### src/rtl/demux_4lane.sv
// demux_4lane: de-interleaves a 4-slot byte stream into four registered lanes; DEMUX_ERR_CNT_EN adds err_count.
module demux_4lane #(
  parameter int DATA_W = 8
) (
  input  logic              clk_4f,
  input  logic              reset,
  input  logic [DATA_W-1:0] data_000,
  input  logic              valid_000,
  input  logic              frame_start,
  output logic [DATA_W-1:0] data_0,
  output logic [DATA_W-1:0] data_1,
  output logic [DATA_W-1:0] data_2,
  output logic [DATA_W-1:0] data_3,
  output logic              valid_0,
  output logic              valid_1,
  output logic              valid_2,
  output logic              valid_3,
  output logic              out_strobe,
  output logic              synced,
`ifdef DEMUX_ERR_CNT_EN
  output logic [7:0]        err_count,
`endif
  output logic              align_err
);
  localparam logic [0:0] UNSYNC = 1'b0;
  localparam logic [0:0] SYNC   = 1'b1;
  logic [0:0] state;
  logic [1:0] cnt;
  logic [1:0] slot;
  logic [3:0][DATA_W-1:0] st_d, w_d;
  logic [3:0] st_v, w_v;
  logic take, misalign, done;
  assign synced = (state == SYNC);
  // A frame_start outside slot 0 (or while unsynced) restarts the frame at lane 0
  always_comb begin
    misalign = synced && frame_start && (cnt != 2'd0);
    take = synced || frame_start;
    slot = (misalign || !synced) ? 2'd0 : cnt;
    done = synced && !misalign && (cnt == 2'd3);
    w_d = st_d;
    w_v = st_v;
    w_v[slot] = take ? valid_000 : st_v[slot];
    w_d[slot] = (take && valid_000) ? data_000 : st_d[slot];
  end
  always_ff @(posedge clk_4f) begin
    if (reset) begin
      state <= UNSYNC;
      cnt <= 2'd0;
      st_d <= '0;
      st_v <= '0;
      {data_0, data_1, data_2, data_3} <= '0;
      {valid_0, valid_1, valid_2, valid_3} <= '0;
      out_strobe <= 1'b0;
      align_err <= 1'b0;
    end else begin
      state <= take ? SYNC : state;
      cnt <= take ? slot + 2'd1 : cnt;
      st_d <= w_d;
      st_v <= w_v;
      out_strobe <= done;
      align_err <= misalign;
      if (done) begin
        {data_3, data_2, data_1, data_0} <= w_d;
        {valid_3, valid_2, valid_1, valid_0} <= w_v;
      end
    end
  end
`ifdef DEMUX_ERR_CNT_EN
  always_ff @(posedge clk_4f) begin
    if (reset) err_count <= 8'd0;
    else if (misalign) err_count <= err_count + {7'd0, err_count != 8'hFF};
  end
`endif
endmodule

### config.mk
export PLATFORM = sky130hd
export DESIGN_NAME = demux_4lane
export DESIGN_NICKNAME = d
export VERILOG_FILES = /design/src/rtl/demux_4lane.sv
export SDC_FILE = /design/constraint.sdc
export NUM_CORES = 1
export LEC_CHECK = 0
export ABC_AREA = 1
export ABC_CLOCK_PERIOD_IN_PS = 2400
export CAP_MARGIN = 0
export CORE_ASPECT_RATIO = 0.5
export CORE_UTILIZATION = 35
export DETAILED_ROUTE_END_ITERATION = 10
export PLACE_DENSITY = 0.52
export REMOVE_ABC_BUFFERS = 1
export SLEW_MARGIN = 5
export SYNTH_ARGS = -nofsm -noshare
export SYNTH_HDL_FRONTEND = slang
export SYNTH_SLANG_ARGS = --single-unit
### constraint.sdc
create_clock -name clk_4f -period 2.4 [get_ports clk_4f]
set_clock_uncertainty 0.2 [all_clocks]
set_input_delay 0.48 -clock clk_4f [delete_from_list [all_inputs] [get_ports clk_4f]]
set_output_delay 0.48 -clock clk_4f [all_outputs]
set_load 0.005 [all_outputs]
==> results.py <==
metrics = {
    "run_status": {
        "status": "finished, final reports clean",
    },
    "clocking": {
        "htreeDepth": 3,
        "cts_setup_buffers": 0,
        "cts_sinks": 77,
        "cts_resized": 0,
        "holdBufCountCts": 0,
        "cts-root-buf": "clkbuf_16",
        "clockBufferDepth": 2,
        "clk_latency_ns": 0.33,
        "cts_tree": "done",
        "cts_buffers": 9,
        "clk_pin_slew_ns": 0.06,
    },
    "synth": {
        "syn-instance-count": 484,
        "yosysWarnings": 0,
        "yosys-top-cells-count": "nand2_1, dfxtp_1, nand3_1, inv_1, a21oi_1",
        "synthArstFlopShare": 0,
        "synth_area_leaders": "dfxtp_1, nand3_1, nand2_1",
        "synth_top_area_frac": 0.4284,
        "synth.largest_area_cell": "dfxtp_1",
        "syn_avg_cell_area_sq_um": 7.435,
        "synthDistinctLibCells": 27,
        "ys_seq_area_frac": 0.4284,
        "synth_edf_count": 0,
        "synth_seq_cells": 77,
        "ys.flop_type": "dfxtp_1",
        "netlist_area_sq_um": 3598,
        "yosysMostFrequentCell": "nand2_1",
    },
    "place": {
        "dp_hpwl_um": 6665,
        "port-buffer-count": 50,
        "dpl_worst_slack_ns": -0.07831,
        "place.gp.congestion": 0.8505,
        "placed_area_sq_um": 4390,
    },
    "power": {
        "p_total_mw": 3.294,
        "leakage_nw": 2.027,
        "vdd_drop_max_v": 0.0003454,
        "power_density_nw_per_um2": 696.3,
    },
    "setup_path": {
        "crit_required_ns": 2.44,
        "worstSetupEndpointType": "flip-flop",
        "crit_type": "input pin to flip-flop",
        "cp-start-kind": "input pin",
        "crit_arrival_ns": 2.18,
        "worstPathMaxFanout": 5,
    },
    "sta": {
        "worst_slew_pin_slew_ns": 0.4610,
        "grt_setup_unrepaired": "no",
        "fin_ws_ns": 0.2556,
        "fmax_mhz": 466.3,
        "fin_crit_ns": 2.144,
        "finalHoldViolations": 0,
        "finalSetupViolations": 0,
        "finalMaxSlewViolations": 0,
        "fin_crit_sh": 0.8935,
        "slew_headroom": 0.6927,
        "fin_setup_tns_ns": 0,
    },
    "drt": {
        "detail-route-antenna-nets": 0,
        "drtIter0Drc": 255,
        "wirelength_um": 9533,
        "via_per_inst": 4.768,
        "vias": 3266,
        "avgRoutedWirePerCell_um": 13.92,
        "drc": 0,
        "dr.pass1.iters": 5,
    },
    "finish": {
        "drive_gt1_frac": 0.1218,
        "diodes": 0,
        "syn_to_final_growth_pct": 31.47,
        "fillers": 981,
        "final_nets": 561,
        "finalInstanceArea_sq_um": 4731,
    },
    "floorplan": {
        "coreArea_sq_um": 9697,
        "io_pins": 51,
        "die_h_um": 73.70,
        "die_w_um": 145.4,
        "row_count": 25,
        "die-area_sq_um": 10720,
        "start_util": 0.3711,
    },
    "grt": {
        "grt_overflow": 0,
        "antenna_found_initial": 0,
        "grt_pass1_wl_um": 15040,
        "grt_max_degree": 40,
        "grt_pass1_vias": 2822,
        "grt_use_total": 0.1854,
    },
    "min_path": {
        "hold_class": "flip-flop to flip-flop",
    },
    "job": {
        "drv_cap": 0,
    },
}
cell usage in the layout (no fill, tap or decap), types with 2 or more instances in the layout:
| master | count |
|---|---|
| a21oi_1 | 37 |
| buf_12 | 5 |
| buf_4 | 24 |
| bufinv_16 | 3 |
| clkbuf_16 | 9 |
| clkdlybuf4s50_1 | 50 |
| dfxtp_1 | 77 |
| ha_1 | 4 |
| inv_1 | 64 |
| inv_2 | 5 |
| nand2_1 | 88 |
| nand2_2 | 2 |
| nand3_1 | 76 |
| nand3_2 | 8 |
| nand3_4 | 2 |
| nand4_1 | 16 |
| nor2_1 | 23 |
| o21a_1 | 32 |
| o21ai_1 | 4 |
| or2_1 | 8 |
| or2_2 | 3 |
routing by layer:
layer	track usage	vias up	routed length (um)
met3	0.04658	8	519
met4	0.05497	0	78
met5	0	-	0
met1	0.2855	1477	5354
met2	0.2447	82	3581
li1	-	1699	-
critical path, stage by stage:
cell	delay, ns
clkdlybuf4s50_1	0.52
nand2_1	0.08
inv_2	0.07
nand2_4	0.07
nand3_4	0.10
inv_1	0.07
ha_1	0.26
buf_4	0.18
nand3_1	0.14
nand3_1	0.10
nand2_1	0.07
inv_1	0.03
sequential cells by signal (all words and copies together), names as in the netlist, 2 cells and up:
name / flops
st_d: 32
data_0: 8
data_1: 8
data_2: 8
data_3: 8
st_v: 4
cnt: 2
through the flow:
stage / utilization / instances / hold WS, ns
after detailed placement: 0.4528 / 669 / 0.2806
final: 0.4879 / 685 / 0.2863
after global placement: 0.4528 / 669 / 0.2758
after CTS: 0.4879 / 685 / 0.2888
after global routing: 0.4879 / 685 / 0.3054
after floorplan: - / 455 / 0.2610
report_power, final:
group / total (mW) / leakage [nW] / internal (mW) / switching, mW
combinational: 0.402 / 1.24 / 0.162 / 0.240
sequential: 1.35 / 0.625 / 1.32 / 0.0235
clock: 1.54 / 0.163 / 1.02 / 0.529
total: 3.29 / 2.03 / 2.50 / 0.792
final cells by class:
type | count | area, sq um | share of cell area
clock buffers | 10 | 229.0 | 0.04840
repair buffers | 79 | 780.7 | 0.1650
multi-input cells | 308 | 1637 | 0.3459
clock inverters | 6 | 111.4 | 0.02354
inverters | 70 | 262.8 | 0.05554
flip-flops and latches | 77 | 1541 | 0.3258
well taps | 135 | 168.9 | 0.03570
cell families after synthesis:
family	share of synthesized area
AO/OA/AOI/OAI	0.1307
adder cells (fa/ha/maj)	0.01391
buffers and inverters	0.1168
flip-flops	0.4284
AND/OR/NAND/NOR	0.3102
path summary, 6_finish.rpt:
| check | startpoint | end | slack (ns) | depth (start not counted) |
|---|---|---|---|---|
| min reg2reg | st_d[4] | st_d[4] | 0.29 | 2 |
| min | st_d[4] | st_d[4] | 0.29 | 2 |
| max | frame_start | data_2[7] | 0.26 | 12 |
| max reg2reg | cnt[1] | data_2[7] | 0.49 | 11 |
(Power assumes the default switching activity.)
